==> src/rtl/uarts_rx_fifo_ctl_pkg.sv <==
// rtl/uarts_rx_fifo_ctl_pkg.sv - shared encodings for the UART receive path
// Holds the receiver FSM state encodings, the uarts_ctl field positions,
// the byte-packing width-mode codes and small helpers used by the receiver.
package uarts_rx_fifo_ctl_pkg;

   typedef enum logic [2:0] {
      ST_IDLE   = 3'd0,
      ST_START  = 3'd1,
      ST_DATA   = 3'd2,
      ST_PARITY = 3'd3,
      ST_STOP   = 3'd4,
      ST_BRK    = 3'd5
   } rx_state_t;

   // uarts_ctl field positions
   localparam int CTL_MODE_LSB = 0;   // [1:0] packing mode
   localparam int CTL_PAR_EN   = 2;   // parity enable
   localparam int CTL_PAR_EVEN = 3;   // 1 = even, 0 = odd

   // packing mode codes
   localparam logic [1:0] MODE_1B     = 2'b00;
   localparam logic [1:0] MODE_2B     = 2'b01;
   localparam logic [1:0] MODE_4B     = 2'b10;
   localparam logic [1:0] MODE_1B_ALT = 2'b11;

   // index of the byte that completes a word in the given mode
   function automatic logic [1:0] last_byte_idx(input logic [1:0] mode);
      case (mode)
         MODE_1B, MODE_1B_ALT: return 2'd0;
         MODE_2B:              return 2'd1;
         MODE_4B:              return 2'd3;
         default:              return 2'd0;
      endcase
   endfunction

   // even parity: data plus parity bit carry an even number of ones
   function automatic logic parity_ok(input logic [7:0] d, input logic pbit,
                                      input logic even);
      return even ? ~(^{d, pbit}) : (^{d, pbit});
   endfunction

endpackage

==> src/rtl/uarts_rx_fifo_ctl_if.sv <==
// rtl/uarts_rx_fifo_ctl_if.sv - host-side read/status bundle of the UART receiver
// Ports carried:
//   rx_rd, err_clr                      host -> receiver (pop, clear sticky errors)
//   rx_data, rx_valid, rx_level         FIFO head / not-empty / occupancy
//   parity_err, frame_err, overrun_err  sticky error flags
//   rx_irq                              registered interrupt
// Modports: master = register block side, slave = receiver side.
interface uarts_rx_fifo_ctl_if #(
   parameter int DATA_W = 32,
   parameter int LVL_W  = 4
) ();
   logic              rx_rd;
   logic              err_clr;
   logic [DATA_W-1:0] rx_data;
   logic              rx_valid;
   logic [LVL_W-1:0]  rx_level;
   logic              parity_err;
   logic              frame_err;
   logic              overrun_err;
   logic              rx_irq;

   modport master (
      output rx_rd, err_clr,
      input  rx_data, rx_valid, rx_level, parity_err, frame_err, overrun_err, rx_irq
   );

   modport slave (
      input  rx_rd, err_clr,
      output rx_data, rx_valid, rx_level, parity_err, frame_err, overrun_err, rx_irq
   );
endinterface

==> src/rtl/uarts_rx_fifo_ctl_sync_fifo.sv <==
// rtl/uarts_rx_fifo_ctl_sync_fifo.sv - first-word-fall-through word FIFO for the UART receiver
// Ports:
//   hclk, hresetn   clock, asynchronous active-low reset
//   push, push_data write request and word
//   pop             pop request (ignored while empty)
//   pop_data        head word, 0 while empty
//   empty, level    status; level saturates at DEPTH
//   drop            push refused because full with no simultaneous pop
module uarts_rx_fifo_ctl_sync_fifo #(
   parameter int DATA_W = 32,
   parameter int DEPTH  = 8
) (
   input  logic                     hclk,
   input  logic                     hresetn,
   input  logic                     push,
   input  logic [DATA_W-1:0]        push_data,
   input  logic                     pop,
   output logic [DATA_W-1:0]        pop_data,
   output logic                     empty,
   output logic [$clog2(DEPTH):0]   level,
   output logic                     drop
);
   localparam int AW = $clog2(DEPTH);
   localparam logic [AW-1:0] PTR_ONE = 1;
   localparam logic [AW:0]   CNT_ONE = 1;
   localparam logic [AW:0]   CNT_FULL = DEPTH[AW:0];

   logic [DATA_W-1:0] mem [DEPTH];
   logic [AW-1:0]     wr_ptr, rd_ptr;
   logic [AW:0]       cnt;
   logic              full, do_push, do_pop;

   assign empty   = (cnt == '0);
   assign full    = (cnt == CNT_FULL);
   assign do_pop  = pop & ~empty;
   // a pop in the same cycle frees the slot, so a full FIFO still accepts
   assign do_push = push & (~full | do_pop);
   assign drop    = push & ~do_push;

   always_ff @(posedge hclk or negedge hresetn) begin
      if (!hresetn) begin
         wr_ptr <= '0;
         rd_ptr <= '0;
         cnt    <= '0;
      end else begin
         // DEPTH is a power of two, so pointers wrap naturally
         if (do_push) wr_ptr <= wr_ptr + PTR_ONE;
         if (do_pop)  rd_ptr <= rd_ptr + PTR_ONE;
         if (do_push && !do_pop)
            cnt <= cnt + CNT_ONE;
         else if (do_pop && !do_push)
            cnt <= cnt - CNT_ONE;
      end
   end

   always_ff @(posedge hclk) begin
      if (do_push) mem[wr_ptr] <= push_data;
   end

   assign pop_data = empty ? '0 : mem[rd_ptr];
   assign level    = cnt;

endmodule

==> src/rtl/uarts_rx_fifo_ctl.sv <==
// rtl/uarts_rx_fifo_ctl.sv - self-timed UART receiver with word packing and receive FIFO
// Receives 8-bit frames on RX, packs 1/2/4 bytes per word (uarts_ctl[1:0]),
// buffers words in a FIFO and reports sticky parity/framing/overrun errors.
// Ports:
//   hclk, hresetn   clock, asynchronous active-low reset
//   uarts_baud      hclk cycles per bit (>=4)
//   uarts_ctl       [1:0] packing mode, [2] parity enable, [3] even parity
//   rx_thresh       FIFO level interrupt threshold, 0 disables the level term
//   RX              asynchronous serial input, idle high
//   host            read/status bundle (uarts_rx_fifo_ctl_if.slave)
// Build option: define UARTS_RX_PARITY_EN to build the parity state and honour
// uarts_ctl[3:2]; otherwise frames are always 8N1 and parity_err is 0.
module uarts_rx_fifo_ctl
   import uarts_rx_fifo_ctl_pkg::*;
#(
   parameter int DATA_W     = 32,
   parameter int FIFO_DEPTH = 8,
   parameter int SYNC_STG   = 2
) (
   input  logic                            hclk,
   input  logic                            hresetn,
   input  logic [15:0]                     uarts_baud,
   input  logic [3:0]                      uarts_ctl,
   input  logic [$clog2(FIFO_DEPTH):0]     rx_thresh,
   input  logic                            RX,
   uarts_rx_fifo_ctl_if.slave              host
);
   localparam int LVL_W = $clog2(FIFO_DEPTH) + 1;

   // ---------------- RX synchroniser and edge detect ----------------
   logic [SYNC_STG-1:0] rx_sync;
   logic                rx_s, rx_prev, rx_fall;

   always_ff @(posedge hclk or negedge hresetn) begin
      if (!hresetn) begin
         rx_sync <= '1;
         rx_prev <= 1'b1;
      end else begin
         rx_sync <= {rx_sync[SYNC_STG-2:0], RX};
         rx_prev <= rx_s;
      end
   end

   assign rx_s    = rx_sync[SYNC_STG-1];
   assign rx_fall = rx_prev & ~rx_s;

   // ---------------- receiver FSM ----------------
   rx_state_t         state, state_nx;
   logic [15:0]       cnt;
   logic [2:0]        bit_idx;
   logic [7:0]        shreg;
   logic [1:0]        byte_idx;
   logic [1:0]        mode_q;
   logic [DATA_W-1:0] word_q, word_merged, push_word;
   logic              push_req;
   logic              tick;
   logic              ld_half, ld_full, shift_en, byte_ok, frame_ev, latch_ctl;
   logic              frame_err_q, overrun_err_q, irq_q;
   logic              fifo_empty, fifo_drop;
   logic [LVL_W-1:0]  fifo_level;

`ifdef UARTS_RX_PARITY_EN
   logic par_en_q, par_even_q, par_ev, parity_err_q;
`else
   logic ctl_unused;
   assign ctl_unused = ^uarts_ctl[CTL_PAR_EVEN:CTL_PAR_EN];
`endif

   assign tick = (cnt == 16'd0);

   always_ff @(posedge hclk or negedge hresetn) begin
      if (!hresetn) state <= ST_IDLE;
      else          state <= state_nx;
   end

   always_comb begin
      state_nx  = state;
      ld_half   = 1'b0;
      ld_full   = 1'b0;
      shift_en  = 1'b0;
      byte_ok   = 1'b0;
      frame_ev  = 1'b0;
      latch_ctl = 1'b0;
`ifdef UARTS_RX_PARITY_EN
      par_ev    = 1'b0;
`endif
      case (state)
         ST_IDLE: begin
            if (rx_fall) begin
               state_nx  = ST_START;
               ld_half   = 1'b1;
               // the control word only changes on word boundaries
               latch_ctl = (byte_idx == 2'd0);
            end
         end
         ST_START: begin
            if (tick) begin
               if (rx_s) begin
                  state_nx = ST_IDLE;   // glitch, not a real start bit
               end else begin
                  state_nx = ST_DATA;
                  ld_full  = 1'b1;
               end
            end
         end
         ST_DATA: begin
            if (tick) begin
               shift_en = 1'b1;
               ld_full  = 1'b1;
               if (bit_idx == 3'd7) begin
`ifdef UARTS_RX_PARITY_EN
                  state_nx = par_en_q ? ST_PARITY : ST_STOP;
`else
                  state_nx = ST_STOP;
`endif
               end
            end
         end
`ifdef UARTS_RX_PARITY_EN
         ST_PARITY: begin
            if (tick) begin
               ld_full  = 1'b1;
               par_ev   = ~parity_ok(shreg, rx_s, par_even_q);
               state_nx = ST_STOP;
            end
         end
`endif
         ST_STOP: begin
            if (tick) begin
               if (rx_s) begin
                  byte_ok  = 1'b1;
                  state_nx = ST_IDLE;
               end else begin
                  frame_ev = 1'b1;
                  state_nx = ST_BRK;
               end
            end
         end
         ST_BRK: begin
            if (rx_s) state_nx = ST_IDLE;
         end
         default: state_nx = ST_IDLE;
      endcase
   end

   // merge the just-received byte into its lane of the partial word
   always_comb begin
      word_merged = word_q;
      word_merged[{byte_idx, 3'b000} +: 8] = shreg;
   end

   // ---------------- bit timing, shifting and packing ----------------
   always_ff @(posedge hclk or negedge hresetn) begin
      if (!hresetn) begin
         cnt       <= 16'd0;
         bit_idx   <= 3'd0;
         shreg     <= 8'd0;
         byte_idx  <= 2'd0;
         mode_q    <= MODE_1B;
         word_q    <= '0;
         push_req  <= 1'b0;
         push_word <= '0;
`ifdef UARTS_RX_PARITY_EN
         par_en_q   <= 1'b0;
         par_even_q <= 1'b0;
`endif
      end else begin
         push_req <= 1'b0;

         // half a bit to reach mid start bit, then whole bits
         if (ld_half)
            cnt <= uarts_baud >> 1;
         else if (ld_full)
            cnt <= uarts_baud - 16'd1;
         else if (!tick)
            cnt <= cnt - 16'd1;

         if (latch_ctl) begin
            mode_q <= uarts_ctl[CTL_MODE_LSB +: 2];
`ifdef UARTS_RX_PARITY_EN
            par_en_q   <= uarts_ctl[CTL_PAR_EN];
            par_even_q <= uarts_ctl[CTL_PAR_EVEN];
`endif
         end

         if (ld_half) bit_idx <= 3'd0;

         if (shift_en) begin
            shreg   <= {rx_s, shreg[7:1]};   // LSB arrives first
            bit_idx <= bit_idx + 3'd1;
         end

         if (byte_ok) begin
            if (byte_idx == last_byte_idx(mode_q)) begin
               push_req  <= 1'b1;
               push_word <= word_merged;
               word_q    <= '0;
               byte_idx  <= 2'd0;
            end else begin
               word_q   <= word_merged;
               byte_idx <= byte_idx + 2'd1;
            end
         end

         // a framing error throws away the partial word too
         if (frame_ev) begin
            word_q   <= '0;
            byte_idx <= 2'd0;
         end
      end
   end

   // ---------------- receive FIFO ----------------
   uarts_rx_fifo_ctl_sync_fifo #(
      .DATA_W (DATA_W),
      .DEPTH  (FIFO_DEPTH)
   ) u_fifo (
      .hclk      (hclk),
      .hresetn   (hresetn),
      .push      (push_req),
      .push_data (push_word),
      .pop       (host.rx_rd),
      .pop_data  (host.rx_data),
      .empty     (fifo_empty),
      .level     (fifo_level),
      .drop      (fifo_drop)
   );

   // ---------------- sticky errors and interrupt ----------------
   // a new error event outranks err_clr in the same cycle
   always_ff @(posedge hclk or negedge hresetn) begin
      if (!hresetn) begin
         frame_err_q   <= 1'b0;
         overrun_err_q <= 1'b0;
         irq_q         <= 1'b0;
`ifdef UARTS_RX_PARITY_EN
         parity_err_q  <= 1'b0;
`endif
      end else begin
         if (frame_ev)          frame_err_q <= 1'b1;
         else if (host.err_clr) frame_err_q <= 1'b0;

         if (fifo_drop)         overrun_err_q <= 1'b1;
         else if (host.err_clr) overrun_err_q <= 1'b0;

`ifdef UARTS_RX_PARITY_EN
         if (par_ev)            parity_err_q <= 1'b1;
         else if (host.err_clr) parity_err_q <= 1'b0;

         irq_q <= ((rx_thresh != '0) && (fifo_level >= rx_thresh))
                  | frame_err_q | overrun_err_q | parity_err_q;
`else
         irq_q <= ((rx_thresh != '0) && (fifo_level >= rx_thresh))
                  | frame_err_q | overrun_err_q;
`endif
      end
   end

   assign host.rx_valid    = ~fifo_empty;
   assign host.rx_level    = fifo_level;
   assign host.frame_err   = frame_err_q;
   assign host.overrun_err = overrun_err_q;
   assign host.rx_irq      = irq_q;
`ifdef UARTS_RX_PARITY_EN
   assign host.parity_err  = parity_err_q;
`else
   assign host.parity_err  = 1'b0;
`endif

endmodule
==> src/flat_wrapper.sv <==
// flat-port wrapper written by rule: the top's interface ports become plain ports
module uarts_rx_fifo_ctl_flat import uarts_rx_fifo_ctl_pkg::*;
#(
   parameter int DATA_W     = 32,
   parameter int FIFO_DEPTH = 8,
   parameter int SYNC_STG   = 2
)
  (hclk, hresetn, uarts_baud, uarts_ctl, rx_thresh, RX, host_rx_rd, host_err_clr, host_rx_data, host_rx_valid, host_rx_level, host_parity_err, host_frame_err, host_overrun_err, host_rx_irq);
  uarts_rx_fifo_ctl_if #(.DATA_W(DATA_W)) host_i ();
  input  logic hclk;
  input  logic hresetn;
  input  logic [15:0] uarts_baud;
  input  logic [3:0] uarts_ctl;
  input  logic [$clog2(FIFO_DEPTH):0] rx_thresh;
  input  logic RX;
  input wire logic [$bits(host_i.rx_rd)-1:0] host_rx_rd;
  input wire logic [$bits(host_i.err_clr)-1:0] host_err_clr;
  output wire logic [$bits(host_i.rx_data)-1:0] host_rx_data;
  output wire logic [$bits(host_i.rx_valid)-1:0] host_rx_valid;
  output wire logic [$bits(host_i.rx_level)-1:0] host_rx_level;
  output wire logic [$bits(host_i.parity_err)-1:0] host_parity_err;
  output wire logic [$bits(host_i.frame_err)-1:0] host_frame_err;
  output wire logic [$bits(host_i.overrun_err)-1:0] host_overrun_err;
  output wire logic [$bits(host_i.rx_irq)-1:0] host_rx_irq;
  assign host_i.rx_rd = host_rx_rd;
  assign host_i.err_clr = host_err_clr;
  assign host_rx_data = host_i.rx_data;
  assign host_rx_valid = host_i.rx_valid;
  assign host_rx_level = host_i.rx_level;
  assign host_parity_err = host_i.parity_err;
  assign host_frame_err = host_i.frame_err;
  assign host_overrun_err = host_i.overrun_err;
  assign host_rx_irq = host_i.rx_irq;
  uarts_rx_fifo_ctl #(.DATA_W(DATA_W), .FIFO_DEPTH(FIFO_DEPTH), .SYNC_STG(SYNC_STG)) u_core (.hclk(hclk), .hresetn(hresetn), .uarts_baud(uarts_baud), .uarts_ctl(uarts_ctl), .rx_thresh(rx_thresh), .RX(RX), .host(host_i));
endmodule
==> config.mk <==
export PLATFORM = sky130hd
export DESIGN_NAME = uarts_rx_fifo_ctl_flat
export DESIGN_NICKNAME = d
export VERILOG_FILES = /design/src/rtl/uarts_rx_fifo_ctl_pkg.sv /design/src/rtl/uarts_rx_fifo_ctl_if.sv /design/src/rtl/uarts_rx_fifo_ctl_sync_fifo.sv /design/src/rtl/uarts_rx_fifo_ctl.sv /design/src/flat_wrapper.sv
export SDC_FILE = /design/constraint.sdc
export NUM_CORES = 1
export LEC_CHECK = 0
export ABC_AREA = 1
export CORE_UTILIZATION = 40
export DETAILED_ROUTE_END_ITERATION = 12
export REMOVE_ABC_BUFFERS = 1
export SLEW_MARGIN = 0
export SYNTH_ARGS = -nofsm -noshare
export SYNTH_HDL_FRONTEND = slang
export SYNTH_SLANG_ARGS = --single-unit
export TNS_END_PERCENT = 5
==> constraint.sdc <==
create_clock -name hclk -period 3.3 [get_ports hclk]
set_input_delay 0.825 -clock hclk [delete_from_list [all_inputs] [get_ports hclk]]
set_output_delay 0.825 -clock hclk [all_outputs]
set_load 0.05 [all_outputs]
==> impl_results.md <==
- Status: finished clean
- R2R cell count: 13
- Metal2 WL: between 15000 and 20000 um
- Detailed Route WL: approximately 35000 um
- CTS tree: done
- # clock sinks: ~370
- Max-slew violation count: 0
- PwrDens: 901.1 nW/um2
- Clk buf depth: 3
- Static Leak: about 7.4 nW
- Endpoints failing setup: 0
- FF/Latch Area: between 10000 and 15000 um2
- Total Power: ~17 mW
- Vias in the first global route: 10370
- Crit. End Element: output port
- #FFs+latches synth: 371
- Vias/cell: 5.177
- Antenna cells: 0
- Largest net degree at the start of global routing: 87
- TritonRoute pass-1 iters: 5
- Unrepaired setup endpoints after global routing: yes
- Worst path cell trace: or3_1 -> nor2_1 -> inv_1 -> buf_6 -> o21ai_0 -> a31oi_1 -> buf_12
- Met3 wire length: ~1800 um
- Area of the multi-input gates: 4677 um2
- Htree depth: 2
- DR iter-0 viols: between 700 and 800
- Final HPWL DP: 19820 um
- Least-Margin Pin Slew: 626.9 ps
- Post-Synthesis Cell Area: ~16000 um2
- I/O Pins: 70
- Arrival @ worst endpoint: 2350 ps
- Share of cells above drive strength 1: 0.1226
- Cell Rows: about 70
- Worst min-delay path class: input pin to async pin
- Seq/Total Area, Yosys: 0.6661
- GRT overflow: 0
- R2R setup slack: between 700 and 800 ps
- Final core occ: 0.4872
- Final Hold Fails: 0
- Number of synthesis warnings: 0
- Die Wd: a little over 200 um
- Layout area overhead: 19.51%
- Reg-to-reg critical path endpoint: u_core.u_fifo.level[3]
- Initial Utilization: 0.4077
- Hold slack: 281.7 ps
- Top sig layer: met4
- Initial antenna violation count: 0
- Synth Instances: roughly 1400
- Clock latency on the worst-skew pair: approximately 540 ps
- CP peak stage delay: approximately 470 ps
- Crit path max-delay cell type: dfrtp_1
- Worst Skew: 20.28 ps
- DRC viols: 0
- Post-Syn Area per Cell: between 10 and 15 um2
- Post CTS Setup Buffer Count: 0
- Number of CTS-inserted buffers: 39
- All-Layer GR Usage: 0.1755
- CP Data Required Time: roughly 2500 ps
- Via Count: between 10000 and 15000
- Nets: between 1500 and 2000
- Die height: a little over 200 um
- First-pass GRT wire length: between 50000 and 60000 um
- DRT antenna net count: 0
- Slew headroom: 0.5806
- Worst r2r src: u_core.u_fifo.level[0]
- Max-cap violations: 0
- Gp weighted congestion: roughly 0.86
- Met1 Wirelength: 15830 um
- Post-layout minimum cycle time: 3179 ps
- Core Area: 38920 um2
- VDD IR max: between 0.0005 and 0.0006 V
- Clk slew on worst S/H paths: about 60 ps
- Die area: between 40000 and 50000 um2
- CP bufs+invs: 3
- Max Clk Rate: 314.5 MHz
- Post-synth cell types: between 50 and 60
- Type of the worst setup path: flop to output port
- Crit path max fanout: 33
- Port buffer count: 66
- CP startpoint kind: flop
- CP delay by family, top: buffers and inverters
- Root Buffer Master: clkbuf_16
- FILL cells: approximately 3500
- Wire length per cell: roughly 17 um
- Crit share post-route: 0.9635
==> cell families after synthesis <==
| logic type | after synthesis | share of synthesized area |
|---|---|---|
| simple gates | 498 | 0.1369 |
| flops | 371 | 0.6661 |
| compound gates | 368 | 0.1296 |
| buf+inv | 175 | 0.04526 |
| fa+ha+maj | 19 | 0.01546 |
| xor+xnor | 9 | 0.004968 |
| mux | 2 | 0.001419 |
| other cells | 1 | 0.0002363 |
==> worst max path at each step <==
stage | startpoint | to | cells after the start
final | u_core.u_fifo.level[1] | host_rx_data[0] | 7
after floorplan | u_core.u_fifo.rd_ptr[0] | host_rx_data[0] | 5
after CTS | u_core.u_fifo.rd_ptr[0] | host_rx_data[0] | 7
after global routing | u_core.u_fifo.rd_ptr[0] | host_rx_data[8] | 6
after global placement | host_rx_rd | u_core.u_fifo.level[3] | 13
after detailed placement | host_rx_rd | u_core.u_fifo.level[3] | 13
==> final cells by class <==
cell class	count	share of cell area
Clock buffer	52	0.05589
Clock inverter	20	0.01346
Inverter	99	0.01986
Multi-Input combinational cell	897	0.2467
Sequential cell	371	0.5576
Tap cell	518	0.03418
Timing Repair Buffer	94	0.07232
==> routing by layer <==
metal | up-vias | GRT usage
li1 | 5200 | -
met1 | 5138 | 0.2392
met2 | 238 | 0.2939
met3 | 43 | 0.02753
met4 | 0 | 0.04226
met5 | - | 0
==> metrics by stage <==
stage	cell area, um2	cells	setup TNS (ps)	worst slack [ps]
after detailed placement	17580	1979	0	288.0
after floorplan	15520	1367	-87670	-2473
after global placement	17580	1979	0	242.5
final	18960	2051	0	120.6
after global routing	18960	2051	-74.95	-31.37
after CTS	18900	2051	0	14.27
==> what timing repair did <==
| item | 4_1_cts | 5_1_grt |
|---|---|---|
| hold buffers | 0 | 0 |
| endpoints found under the setup margin | 5 | 16 |
| gates resized for setup | 1 | 12 |
| hold endpoints to repair | 0 | 0 |
==> state kept, by name, summed over array words and instances (netlist names) <==
register / cells
u_core.state: 3
u_core.word_q: 32
u_core.u_fifo.mem: 256
u_core.byte_idx: 2
u_core.host.frame_err: 1
u_core.u_fifo.level: 4
u_core.cnt: 16
u_core.u_fifo.rd_ptr: 3
u_core.rx_prev: 1
u_core.push_req: 1
u_core.push_word: 32
u_core.mode_q: 2
u_core.host.overrun_err: 1
u_core.host.rx_irq: 1
u_core.u_fifo.wr_ptr: 3
u_core.shreg: 8
u_core.rx_sync: 2
u_core.bit_idx: 3
==> synthesized netlist by cell type (all sizes together) <==
master,n,share of area
a31oi,32,0.013
nand3,29,0.012
dfstp,3,0.0050
nor3,12,0.0041
a22oi,12,0.0057
dfrtp,112,0.18
xor2,5,0.0028
clkinv,4,0.0010
inv,95,0.022
edfxtp,256,0.48
xnor2,4,0.0022
buf,22,0.0090
conb,1,0.00024
a211oi,1,0.00047
nor2,250,0.065
nor4,1,0.00039
or2,1,0.00039
a21oi,9,0.0028
mux2,2,0.0014
o41ai,1,0.00055
nand2,184,0.046
fa,1,0.0013
o21ai,243,0.077
o211ai,1,0.00047
clkbuf,54,0.013
ha,18,0.014
or3,1,0.00039
a32o,2,0.0013
a32oi,12,0.0066
o22ai,52,0.021
nand4,20,0.0092
o21bai,2,0.00095
a31o,1,0.00055
==> worst reg2reg max path, stage by stage (launching register included) <==
cell	delay, ps
dfrtp_1	440
or3_1	420
nor3_1	210
nor2_1	90
ha_1	230
inv_1	110
ha_1	270
nand2_1	80
nor2_1	40
a211oi_1	230
nor2_1	70
nor2_1	80
nand2_1	60
xor2_1	140
==> cells in the final DEF, fill, tap and decap left out, types with 12 or more instances in the layout <==
cell / count
edfxtp_1: 256
clkbuf_16: 40
o21ai_0: 201
buf_12: 44
a22oi_1: 12
nor2_1: 226
nand3_1: 23
a31oi_1: 26
buf_4: 14
dfrtp_1: 110
a32oi_1: 12
nand2_1: 173
clkdlybuf4s50_1: 32
nand4_1: 18
inv_1: 86
o21ai_1: 40
nor2_4: 12
o22ai_1: 52
ha_1: 18
==> where the power goes <==
group	switching, mW	internal, mW
Sequential	0.141	5.11
Combinational	4.52	2.85
Clock	1.78	2.68
No activity file was read; power rests on OpenSTA's default activity.
==> variant, RTL diff (same flow settings) <==
`SYNC_STG` is set to 2 in 2 places; all go to 4.
--- a/src/rtl/uarts_rx_fifo_ctl.sv
+++ b/src/rtl/uarts_rx_fifo_ctl.sv
@@ -15,7 +15,7 @@
 #(
    parameter int DATA_W     = 32,
    parameter int FIFO_DEPTH = 8,
-   parameter int SYNC_STG   = 2
+   parameter int SYNC_STG   = 4
 ) (
    input  logic                            hclk,
    input  logic                            hresetn,
--- a/src/flat_wrapper.sv
+++ b/src/flat_wrapper.sv
@@ -3,7 +3,7 @@
 #(
    parameter int DATA_W     = 32,
    parameter int FIFO_DEPTH = 8,
-   parameter int SYNC_STG   = 2
+   parameter int SYNC_STG   = 4
 )
   (hclk, hresetn, uarts_baud, uarts_ctl, rx_thresh, RX, host_rx_rd, host_err_clr, host_rx_data, host_rx_valid, host_rx_level, host_parity_err, host_frame_err, host_overrun_err, host_rx_irq);
   uarts_rx_fifo_ctl_if #(.DATA_W(DATA_W)) host_i ();
Formal check against the unedited RTL: no difference found for any inputs over 10 cycles, from zero or initial values and one cycle with hresetn low; that may be too few to reach the edited logic, so the function may still have changed.
==> variant against the unedited design <==
- core utilization up 0.21 points
- final area up 0.43%
- total power down 1.4%
- sequential cell count up 2
- register-to-register slack better by 0.02 ns
- non-clock buffer count up 6
- area after synthesis up 0.39%
- clock power about the same
- sequential share of layout area about the same
- die area up 0.39%
- worst setup slack better by 0.024 ns
- count of clock-buffer cells in the layout up 11
- routed wire length up 2.6%
- critical path type unchanged
==> variant: results (changes against the unedited design) <==
Final Skew = 0.0209 ns (+0.000664 ns)
DPL Wire Length = 20,700 µm (+4.5%)
Max VDD drop = 0.500 mV (-2.8%)
GRT Resource Usage Total = 17.7% (+0.14 points)
Cell family with most CP delay = simple AND/OR/NAND/NOR gates
Nets = 1,562 (+0.77%)
Status = finished, final reports clean
Async S/R FF share, synth = 31.4% (+0.37 points)
Routed wl met3 = 1690 µm (-3.7%)
Router iterations before antenna repair = 7 (+2)
Met2 routed WL = 17,200 µm (+1.5%)
M1 GR Usage = 24.0% (+0.097 points)
Seq/Total Area, Yosys = 66.7% (+0.068 points)
Placed Cells = 1,985 (+0.30%)
Post-synth top cells = edfxtp_1 (256), nor2_1 (236), o21ai_0 (189)
Area occupied by registers = 10,600 µm² (+0.51%)
Mean area per synthesized cell = 11.0 µm² (+0.12%)
Multi-input gate count = 899 (+0.22%)
Pin count of the biggest net entering global routing = 69 (-21%)
Pleak = 6.89 nW (-6.2%)
Post-Synth Adder-Cell Area = 1.54% (-0.0061 points)
Routing usage on met3 = 2.96% (+0.21 points)
Post-Synth XOR/XNOR Area = 0.495% (-0.0020 points)
Critical Path AT = 2.33 ns (-0.02 ns)
Buffering overhead = 7.23% (about the same)
Clock tree sinks = 373 (+0.54%)
Place WS = 0.261 ns (-0.0273 ns)
Fraction of synthesized area in multiplexers = 0.0707% (-0.071 points)
M1 wire length = 16,300 µm (+3.1%)
Top post-synthesis cells by area = edfxtp_1 (48%), dfrtp_1 (18%), o21ai_0 (5.9%)
Fillers = 3,553 (+2.4%)
Max stage delay on crit path = 0.45 ns (-0.02 ns)
Post-synthesis compound-gate area fraction = 12.9% (-0.019 points)
Global-route wire length before repair = 57,600 µm (+2.1%)
Power Density = 885 nW/µm² (-1.8%)
Bufs w/o clock = 100 (+6.4%)
Share of cells above drive strength 1 = 13.3% (+0.99 points)
1st-iter DRT viols = 838 (+8.7%)
Switch share = 38.4% (+0.73 points)
variant: cell count changes after synthesis, sizes merged:
| cell | delta |
|---|---|
| clkbuf | -5 |
| nor2 | +1 |
| dfstp | +2 |
| inv | +1 |
| a21oi | +1 |
| nand4 | -1 |
| clkinv | -1 |
| mux2 | -1 |
| buf | +5 |
| nand2 | +2 |
variant: path summary, 6_finish.rpt:
kind | start | endpoint | slack, ns | cells past startpoint
worst min-delay path | hresetn | u_core.push_word[19] | 0.23 | 1
worst max register to register | u_core.u_fifo.level[0] | u_core.u_fifo.level[3] | 0.73 | 14
worst min register to register | u_core.rx_sync[2] | u_core.rx_sync[3] | 0.36 | 0
max in group asynchronous | hresetn | u_core.rx_sync[2] | 2.30 | 2
min in group hclk | u_core.rx_sync[2] | u_core.rx_sync[3] | 0.36 | 0
worst max-delay path | u_core.u_fifo.level[0] | host_rx_data[5] | 0.14 | 7
